File: src/rtl/mem_lsu_pkg.sv
// Shared memory-op codes, LSU state encodings and op decode helpers for the MEM-stage LSU.
package mem_lsu_pkg;

    localparam int unsigned MEMOP_LEN = 4;

    localparam logic [MEMOP_LEN-1:0] MEMOP_NONE = 4'd0;
    localparam logic [MEMOP_LEN-1:0] MEMOP_LB   = 4'd1;
    localparam logic [MEMOP_LEN-1:0] MEMOP_LH   = 4'd2;
    localparam logic [MEMOP_LEN-1:0] MEMOP_LW   = 4'd3;
    localparam logic [MEMOP_LEN-1:0] MEMOP_LD   = 4'd4;
    localparam logic [MEMOP_LEN-1:0] MEMOP_LBU  = 4'd5;
    localparam logic [MEMOP_LEN-1:0] MEMOP_LHU  = 4'd6;
    localparam logic [MEMOP_LEN-1:0] MEMOP_LWU  = 4'd7;
    localparam logic [MEMOP_LEN-1:0] MEMOP_SB   = 4'd8;
    localparam logic [MEMOP_LEN-1:0] MEMOP_SH   = 4'd9;
    localparam logic [MEMOP_LEN-1:0] MEMOP_SW   = 4'd10;
    localparam logic [MEMOP_LEN-1:0] MEMOP_SD   = 4'd11;

    localparam logic [1:0] LSU_IDLE  = 2'd0;
    localparam logic [1:0] LSU_REQ   = 2'd1;
    localparam logic [1:0] LSU_WAIT  = 2'd2;
    localparam logic [1:0] LSU_DRAIN = 2'd3;

    // log2 of the access size in bytes
    function automatic logic [1:0] memop_size(input logic [MEMOP_LEN-1:0] op);
        case (op)
            MEMOP_LB, MEMOP_LBU, MEMOP_SB: memop_size = 2'd0;
            MEMOP_LH, MEMOP_LHU, MEMOP_SH: memop_size = 2'd1;
            MEMOP_LW, MEMOP_LWU, MEMOP_SW: memop_size = 2'd2;
            default:                       memop_size = 2'd3;
        endcase
    endfunction

    function automatic logic memop_is_store(input logic [MEMOP_LEN-1:0] op);
        memop_is_store = (op == MEMOP_SB) || (op == MEMOP_SH) ||
                         (op == MEMOP_SW) || (op == MEMOP_SD);
    endfunction

    function automatic logic memop_is_unsigned(input logic [MEMOP_LEN-1:0] op);
        memop_is_unsigned = (op == MEMOP_LBU) || (op == MEMOP_LHU) || (op == MEMOP_LWU);
    endfunction

endpackage

File: src/rtl/mem_lsu_align.sv
// Combinational alignment helper: misalign check, store strobes/lane replication,
// and load byte extraction with sign/zero extension.
module lsu_align
    import mem_lsu_pkg::*;
#(
    parameter int unsigned XLEN   = 64,
    parameter int unsigned STRB_W = XLEN / 8
) (
    input  logic [MEMOP_LEN-1:0] op_i,
    input  logic [2:0]           offs_i,
    input  logic [XLEN-1:0]      store_data_i,
    input  logic [XLEN-1:0]      rdata_i,
    output logic                 misalign_o,
    output logic [STRB_W-1:0]    wstrb_o,
    output logic [XLEN-1:0]      wdata_o,
    output logic [XLEN-1:0]      load_data_o
);

    logic [XLEN-1:0] shifted;
    logic            is_uns;

    always_comb begin
        shifted     = rdata_i >> {offs_i, 3'b000};
        is_uns      = memop_is_unsigned(op_i);
        misalign_o  = 1'b0;
        wstrb_o     = '0;
        wdata_o     = store_data_i;
        load_data_o = shifted;
        case (memop_size(op_i))
            2'd0: begin
                wstrb_o     = STRB_W'(1) << offs_i;
                wdata_o     = {(XLEN/8){store_data_i[7:0]}};
                load_data_o = is_uns ? XLEN'(shifted[7:0])
                                     : {{(XLEN-8){shifted[7]}}, shifted[7:0]};
            end
            2'd1: begin
                misalign_o  = offs_i[0];
                wstrb_o     = STRB_W'(3) << offs_i;
                wdata_o     = {(XLEN/16){store_data_i[15:0]}};
                load_data_o = is_uns ? XLEN'(shifted[15:0])
                                     : {{(XLEN-16){shifted[15]}}, shifted[15:0]};
            end
            2'd2: begin
                misalign_o  = |offs_i[1:0];
                wstrb_o     = STRB_W'(15) << offs_i;
                wdata_o     = {(XLEN/32){store_data_i[31:0]}};
                load_data_o = is_uns ? XLEN'(shifted[31:0])
                                     : {{(XLEN-32){shifted[31]}}, shifted[31:0]};
            end
            default: begin
                misalign_o = |offs_i;
                wstrb_o    = '1;
            end
        endcase
        if (!memop_is_store(op_i)) wstrb_o = '0;
    end

endmodule

File: src/rtl/mem_lsu.sv
// MEM-stage load/store unit: one data-memory access per instruction over a
// valid/ready request and valid response, with stall, misalign and fault reporting.
module mem_lsu
    import mem_lsu_pkg::*;
#(
    parameter int unsigned XLEN   = 64,
    parameter int unsigned STRB_W = XLEN / 8
) (
    input  logic                 clk,
    input  logic                 rst,
    input  logic                 valid_i,
    input  logic [MEMOP_LEN-1:0] mem_op_i,
    input  logic [XLEN-1:0]      addr_i,
    input  logic [XLEN-1:0]      store_data_i,
    input  logic                 flush_i,
    output logic                 dmem_req_valid_o,
    input  logic                 dmem_req_ready_i,
    output logic [XLEN-1:0]      dmem_addr_o,
    output logic                 dmem_wen_o,
    output logic [XLEN-1:0]      dmem_wdata_o,
    output logic [STRB_W-1:0]    dmem_wstrb_o,
    input  logic                 dmem_resp_valid_i,
    input  logic [XLEN-1:0]      dmem_rdata_i,
    input  logic                 dmem_resp_err_i,
    output logic [XLEN-1:0]      load_data_o,
    output logic                 load_data_valid_o,
    output logic                 mem_stall_o,
    output logic                 misalign_o,
    output logic                 access_fault_o
);

    logic [1:0]           state_q, state_d;
    logic [MEMOP_LEN-1:0] op_q, op_d;
    logic [XLEN-1:0]      addr_q, addr_d;
    logic [XLEN-1:0]      wdata_q, wdata_d;
    logic [STRB_W-1:0]    wstrb_q, wstrb_d;
    logic                 wen_q, wen_d;

    logic                 is_idle_c;
    logic [MEMOP_LEN-1:0] al_op_c;
    logic [2:0]           al_offs_c;
    logic                 al_misalign;
    logic [STRB_W-1:0]    al_wstrb;
    logic [XLEN-1:0]      al_wdata;
    logic [XLEN-1:0]      al_load;

    logic live_c, start_c, stall_c, ld_valid_c, fault_c, mis_c;

    // The aligner sees the live instruction in IDLE and the captured request afterwards.
    assign is_idle_c = (state_q == LSU_IDLE);
    assign al_op_c   = is_idle_c ? mem_op_i : op_q;
    assign al_offs_c = is_idle_c ? addr_i[2:0] : addr_q[2:0];

    lsu_align #(.XLEN(XLEN), .STRB_W(STRB_W)) u_align (
        .op_i         (al_op_c),
        .offs_i       (al_offs_c),
        .store_data_i (store_data_i),
        .rdata_i      (dmem_rdata_i),
        .misalign_o   (al_misalign),
        .wstrb_o      (al_wstrb),
        .wdata_o      (al_wdata),
        .load_data_o  (al_load)
    );

    always_comb begin
        state_d    = state_q;
        op_d       = op_q;
        addr_d     = addr_q;
        wdata_d    = wdata_q;
        wstrb_d    = wstrb_q;
        wen_d      = wen_q;
        live_c     = valid_i && (mem_op_i != MEMOP_NONE) && !flush_i;
        start_c    = 1'b0;
        stall_c    = 1'b0;
        ld_valid_c = 1'b0;
        fault_c    = 1'b0;
        mis_c      = 1'b0;
        case (state_q)
            LSU_IDLE: begin
                start_c = live_c && !al_misalign;
                mis_c   = live_c && al_misalign;
                stall_c = start_c;
                if (start_c) begin
                    op_d    = mem_op_i;
                    addr_d  = addr_i;
                    wdata_d = al_wdata;
                    wstrb_d = al_wstrb;
                    wen_d   = memop_is_store(mem_op_i);
                    state_d = LSU_REQ;
                end
            end
            LSU_REQ: begin
                stall_c = 1'b1;
                if (flush_i)               state_d = LSU_IDLE;
                else if (dmem_req_ready_i) state_d = LSU_WAIT;
            end
            LSU_WAIT: begin
                stall_c = !dmem_resp_valid_i;
                // A response landing with a flush is consumed but its result is dropped.
                if (dmem_resp_valid_i) begin
                    state_d = LSU_IDLE;
                    if (!flush_i) begin
                        fault_c    = dmem_resp_err_i;
                        ld_valid_c = !dmem_resp_err_i && !wen_q;
                    end
                end else if (flush_i) begin
                    state_d = LSU_DRAIN;
                end
            end
            default: begin
                stall_c = 1'b1;
                if (dmem_resp_valid_i) state_d = LSU_IDLE;
            end
        endcase
    end

    always_ff @(posedge clk or posedge rst) begin
        if (rst) begin
            state_q <= LSU_IDLE;
            op_q    <= MEMOP_NONE;
            addr_q  <= '0;
            wdata_q <= '0;
            wstrb_q <= '0;
            wen_q   <= 1'b0;
        end else begin
            state_q <= state_d;
            op_q    <= op_d;
            addr_q  <= addr_d;
            wdata_q <= wdata_d;
            wstrb_q <= wstrb_d;
            wen_q   <= wen_d;
        end
    end

    assign dmem_req_valid_o = (state_q == LSU_REQ);
    assign dmem_addr_o      = {addr_q[XLEN-1:3], 3'b000};
    assign dmem_wen_o       = wen_q;
    assign dmem_wdata_o     = wdata_q;
    assign dmem_wstrb_o     = wstrb_q;

    // Same-cycle status is forced low while reset is held.
    assign mem_stall_o       = stall_c && !rst;
    assign misalign_o        = mis_c && !rst;
    assign access_fault_o    = fault_c && !rst;
    assign load_data_valid_o = ld_valid_c && !rst;
    assign load_data_o       = (ld_valid_c && !rst) ? al_load : '0;

endmodule
File: config.mk
export PLATFORM = sky130hd
export DESIGN_NAME = mem_lsu
export DESIGN_NICKNAME = d
export VERILOG_FILES = /design/src/rtl/mem_lsu_pkg.sv /design/src/rtl/mem_lsu_align.sv /design/src/rtl/mem_lsu.sv
export SDC_FILE = /design/constraint.sdc
export NUM_CORES = 1
export LEC_CHECK = 0
export ABC_CLOCK_PERIOD_IN_PS = 6600
export CORE_AREA = 2 2 159 161
export DETAILED_ROUTE_END_ITERATION = 6
export DIE_AREA = 0 0 161 163
export GPL_ROUTABILITY_DRIVEN = 0
export PLACE_DENSITY = 0.78
export SLEW_MARGIN = 20
export SYNTH_ARGS = -nofsm -noshare
export SYNTH_HDL_FRONTEND = slang
export SYNTH_SLANG_ARGS = --single-unit
File: constraint.sdc
create_clock -name clk -period 6.6 [get_ports clk]
set_clock_uncertainty 0.05 [all_clocks]
set_input_delay 1.32 -clock clk [delete_from_list [all_inputs] [get_ports clk]]
set_output_delay 1.32 -clock clk [all_outputs]
set_load 0.02 [all_outputs]
== Word level (Yosys, flattened, before mapping) ==
Memory sizes are Yosys's and may differ from the RTL's.
Index checks and enable logic that the tools add are counted.
Storage, ports and cells
  ROM bits: 32
  input port bits: 203
  memories kept: 1
  flip-flop bits (word level): 143
  output and inout bits: 206
  word-level logic and storage cells: 86
Cells by class
  reductions and logical operators: 31
  multiplexer cells: 26
  shifts and indexed selects: 4
  equality and inequality tests: 18
Memory list
  (no name shown): depth 16, bits a word 2, read ports 1, clocked after memory_dff 0, wr ports 0, RTL line mem_lsu_pkg.sv:26  | case (op)
Operators with widths (number)
  $pmux 64 s3: 2
  $mux 64: 4
  $shr 64x6->64: 1
  $eq 4x4->1 const B: 8
  $pmux 8 s3: 1
  $eq 4x3->1 const B: 3
  $mux 2: 6
  $logic_and 1x1->1: 9
  $logic_or 1x1->1: 8
  $mux 8: 1
  $reduce_bool 4->1: 2
  $shl 1x3->8 const A: 1
  $shl 2x3->8 const A: 1
  $shl 4x3->8 const A: 1
  $mux 1: 7
  $logic_not 1->1: 6
  $pmux 2 s3: 1
  $eq 2x1->1 const B: 2
  $eq 2x2->1 const B: 2
  $logic_not 2->1: 2
  $mux 4: 1
  $reduce_and 4->1: 1
  $mux 3: 1
  $ne 3x2->1 const B: 1
  other kinds (7): 7

== Logic depth before layout (Yosys ltp) ==
An unclocked memory read counts as a cell.
  word-level depth: 9
  mapped depth: 17
  mapped depth without buffers: 13

== Modules after synthesis ==
Synthesis repeated with hierarchy kept, for this count alone.
Unflattened totals
  cells, all modules: 1032
  area, all modules: 10154.7 µm²
By module, submodules not included
  mem_lsu: instances 1, seq. area each 3578.4 µm², cells an instance 467, area each 6787.8 µm²
  lsu_align: instances 1, seq. area each 0.0 µm², cells an instance 565, area each 3367.0 µm²

== Least setup slack after synthesis ==
OpenSTA, ideal clock, no wires.
  path type: input -> output
  start point: input rst
  end point: output misalign_o
  data arrival time: 4.906 ns
  stages on the path: 2
  buffers on the path: 0
  required time: 5.230 ns
  slack: 0.324 ns
  cells stage by stage: inv_1 -> and3_1
Between the ends
  longest elaborated chain between the ends: 2
RTL lines
  start: declaration: RTL line mem_lsu.sv:10  | input logic rst,
  $logic_not 1->1: RTL line mem_lsu.sv:143  | assign misalign_o = mis_c && !rst;
  $logic_and 1x1->1: RTL line mem_lsu.sv:143
  end: declaration: RTL line mem_lsu.sv:28  | output logic misalign_o,
Every way passes these cells.

== Worst setup path after layout ==
  start point: input mem_op_i[0]
  end point: output load_data_o[41]
Between the ends
  longest elaborated chain between the ends: 7
  elaborated cells between the ends (all ways): 15
  classes of those cells: eq/ne: 5; mux: 6; reduce/logical: 3; memory: 1
RTL lines
  start: declaration: RTL line mem_lsu.sv:12  | input logic [MEMOP_LEN-1:0] mem_op_i,
  $mux 4 *: RTL line mem_lsu.sv:51  | assign al_op_c = is_idle_c ? mem_op_i : op_q;
  parallel branches: the longest is 4 deep, another holds $mem_v2 16x2
  $pmux 64 s3 *: RTL line mem_lsu_align.sv:29  | case (memop_size(op_i))
  $mux 64 *: RTL line mem_lsu.sv:146  | assign load_data_o = (ld_valid_c && !rst) ? al_load : '0;
  end: declaration: RTL line mem_lsu.sv:25  | output logic [XLEN-1:0] load_data_o,
Mark *: on every way between the ends.

==> metrics.md <==
| Metric | Value |
|---|---|
| Sequential Power Share | `0.218` |
| Worst-path cell chain | `clkdlybuf4s50_1, mux2i_1, inv_1, ha_1, o21a_1, inv_1, ha_1, a21boi_0, nand4_1, o2111a_2, a211oi_1, clkdlybuf4s50_1` |
| Final #Nets | `1581` |
| Half-perimeter wire length after detailed placement | `27250 µm` |
| RR Startpoint | `state_q[1]` |
| Switching power | `3294 µW` |
| Total Power | `7087 µW` |
| Maximum clock rate | `160.1 MHz` |
| Pwr dens | `509.1 nW/µm²` |
| Status | `completed` |
| Yosys reg bits | `143` |
| Async set-reset flop share out of synthesis | `1.000` |
| Crit-path max cell delay | `0.66 ns` |
| Leak pwr | `0.005730 µW` |
| Core Footprint | `24670 µm²` |
| Required time of the worst setup path | `5.23 ns` |
| Slew Viols, Final | `0` |
| Worst Max-Slew Pin Slew | `0.9958 ns` |
| Largest net degree at the start of global routing | `78` |
| Most instantiated cells after synthesis | `168 x nand2_1, 143 x dfrtp_1, 82 x mux2_2` |
| Root Driver | `clkbuf_16` |
| Clock Pin Slew Worst Setup and Hold Paths | `0.06 ns` |
| Post-CTS setup repair buffer count | `0` |
| Port Buf Inserts | `405` |
| Vias per cell | `5.522` |
| Die Wd | `161 µm` |
| Die area | `26240 µm²` |
| H-tree lvl count | `4` |
| Final Setup Violations | `0` |
| Post-DR wirelength/cell | `20.51 µm` |
| Hold Buf Count CTS | `0` |
| Slowest stage cell, crit path | `clkdlybuf4s50_1` |
| Sequential fraction of the synthesis area | `0.3812` |
| Final standard cell area without fillers | `13920 µm²` |
| PostCTS Resize Cnt | `0` |
| Cell count after synthesis | `1059` |
| EDFF count, synth | `0` |
| Syn-to-layout area delta | `48.30%` |
| Slew margin rel. | `0.3361` |
| Count leader, synth | `nand2_1` |
| RSZ-0062 raised after global routing | `no` |
| Vias in the first global route | `9543` |
| Internal | `3794 µW` |
| Arrival time worst endpoint | `4.88 ns` |
| CTS Sinks | `143` |
| Reg2Reg Depth | `11` |
| Tcrit/Tclk final | `0.9465` |
| Synth Cell Area | `9388 µm²` |
| Largest cells by area after synthesis | `dfrtp_1 38%, mux2_2 9.8%, nand2_1 6.7%, buf_4 5.8%, mux2i_1 4.9%` |
| Synth cell types | `62` |
| Worst min-delay path class | `register to register` |
| Combinational power share | `0.636` |
| CTS tree | `built` |
| Clock latency on the worst-skew pair | `0.42 ns` |
| 1st-pass router iterations | `5` |
| Max Cap Viol | `0` |
| CTS Buf Count | `17` |
| Critical Path Source | `mem_op_i[0]` |
| GR Overflow Total | `0` |
| CP Capture Type | `primary output` |
| Clock power share | `0.146` |
| Starting DRT DRC Count | `653` |
| Place WS | `0.3442 ns` |
| Final wirelength | `35190 µm` |
| Post-synth top flop | `dfrtp_1` |
| Net Sw Frac | `0.4648` |
| Layout cells sized above 1 | `0.1274` |
| Flop2flop setup slack | `2.19 ns` |
| Remaining DRCs | `0` |
| Fin crit period | `6.247 ns` |
| Die Y-Extent | `163 µm` |
| Hold_sp | `dmem_wdata_o[50]` |
| Syn_area_per_cell | `8.865 µm²` |
| PnR worst setup slack | `0.3534 ns` |
| Number of I/O pins | `409` |
| Placed Area | `13280 µm²` |
| Critical path class | `primary input to primary output` |
| Syn. warnings | `0` |
| Bufs on Longest Clock Path | `2` |
| Initial Util | `0.3805` |
| Hold Path Sink | `dmem_wdata_o[50]` |
| Final hold violation count | `0` |
| TNS Setup | `0 ns` |
| CP Max Fanout | `32` |
| Hold path cells | `2` |
| Row cnt | `58` |
| FF-to-FF End | `dmem_wdata_o[42]` |
| Setup crit start kind | `primary input` |
| Post-route ant nets | `0` |
| Worst VDD drop | `0.3199 mV` |
| First-pass GRT wire length | `53030 µm` |
| Gr usage total | `0.2598` |
| Synth area leader | `dfrtp_1` |
| Routed vias | `9476` |
| Initial antenna violation count | `4` |
| Synth top area share | `0.3812` |
## worst max path at each step
stage | end | slack (ns) | cells past startpoint
2_1_floorplan | misalign_o | 0.32 | 2
3_3_place_gp | load_data_o[9] | 0.48 | 11
3_5_place_dp | load_data_o[45] | 0.34 | 12
4_1_cts | load_data_o[41] | 0.33 | 12
5_1_grt | load_data_o[45] | 0.14 | 12
6_report | load_data_o[41] | 0.35 | 12
## state kept, by name (all words and copies together), names as in the netlist
signal and cells:
state_q 2, dmem_wdata_o 64, addr_q 64, dmem_wen_o 1, op_q 4, dmem_wstrb_o 8
## area by class of cell
| class | count | area (µm²) |
|---|---|---|
| diodes | 4 | 10.01 |
| clock buffers | 18 | 429.2 |
| clock inverters | 14 | 205.2 |
| fillers | 2190 | 10750 |
| inverters | 20 | 80.08 |
| multi-input cells | 748 | 4885 |
| flip-flops and latches | 143 | 3578 |
| well taps | 330 | 412.9 |
| repair buffers | 439 | 4322 |
## power by group through the flow
stage | registers [µW] | logic [µW] | clock network [µW]
6_report | 1540 | 4510 | 1040
3_3_place_gp | 1530 | 4430 | 0
5_1_grt | 1600 | 4850 | 1090
4_1_cts | 1550 | 4500 | 1060
2_1_floorplan | 1720 | 2850 | 0
3_5_place_dp | 1560 | 4490 | 0
## worst max-delay path: cells and delay by family
kind                     cells  cell delay (ns)
AO/OA/AOI/OAI                4             1.19
adder cells (fa/ha/maj)      2             0.52
buffers and inverters        4             1.34
multiplexers                 1             0.38
AND/OR/NAND/NOR              1             0.11
## metrics by stage
step                hold WS [ns]    util  instances
floorplan                 0.4155       -       1061
global route              0.4498  0.5642       1716
global placement          0.4103  0.5381       1680
CTS                       0.4288  0.5638       1712
detailed placement        0.4148  0.5381       1680
finish                    0.4243  0.5642       1716
## per-layer routing
layer	up-vias	wire, µm	global-route usage
met5	-	0	0
met4	0	1524	0.1303
met3	86	2871	0.06468
met2	536	18180	0.4803
met1	4471	12620	0.2745
li1	4383	-	-
## cells in the final DEF (no fill, tap or decap), drive strengths merged, types with 3 or more instances in the layout
cell type,netlist,layout
a211oi,9,9
a21oi,53,53
a221oi,26,26
a22oi,14,14
a31oi,4,4
a32oi,13,13
and2,4,4
buf,107,39
bufinv,0,4
clkbuf,43,18
clkdlybuf4s50,0,400
clkinv,2,5
conb,1,3
dfrtp,143,143
diode,0,4
ha,9,9
inv,18,24
mux2,86,86
mux2i,46,46
nand2,168,168
nand2b,5,5
nand3,30,30
nor2,68,68
nor3,26,26
o2111ai,6,6
o211ai,8,8
o21a,12,12
o21ai,73,73
o22ai,10,10
o2bb2ai,4,4
o31ai,39,39
or2,4,4
or4,3,3
or4b,3,3
## cells by family (layout without fill, tap and decap cells)
logic type | after synthesis | count (layout) | synth area share
multiplexers | 132 | 132 | 0.1522
buffers and inverters | 170 | 491 | 0.1032
other | 1 | 7 | 0.0003995
adder cells (fa/ha/maj) | 9 | 9 | 0.01200
AND/OR/NAND/NOR | 324 | 324 | 0.1513
AO/OA/AOI/OAI | 280 | 280 | 0.1998
flip-flops | 143 | 143 | 0.3812
(Power assumes the default switching activity.)
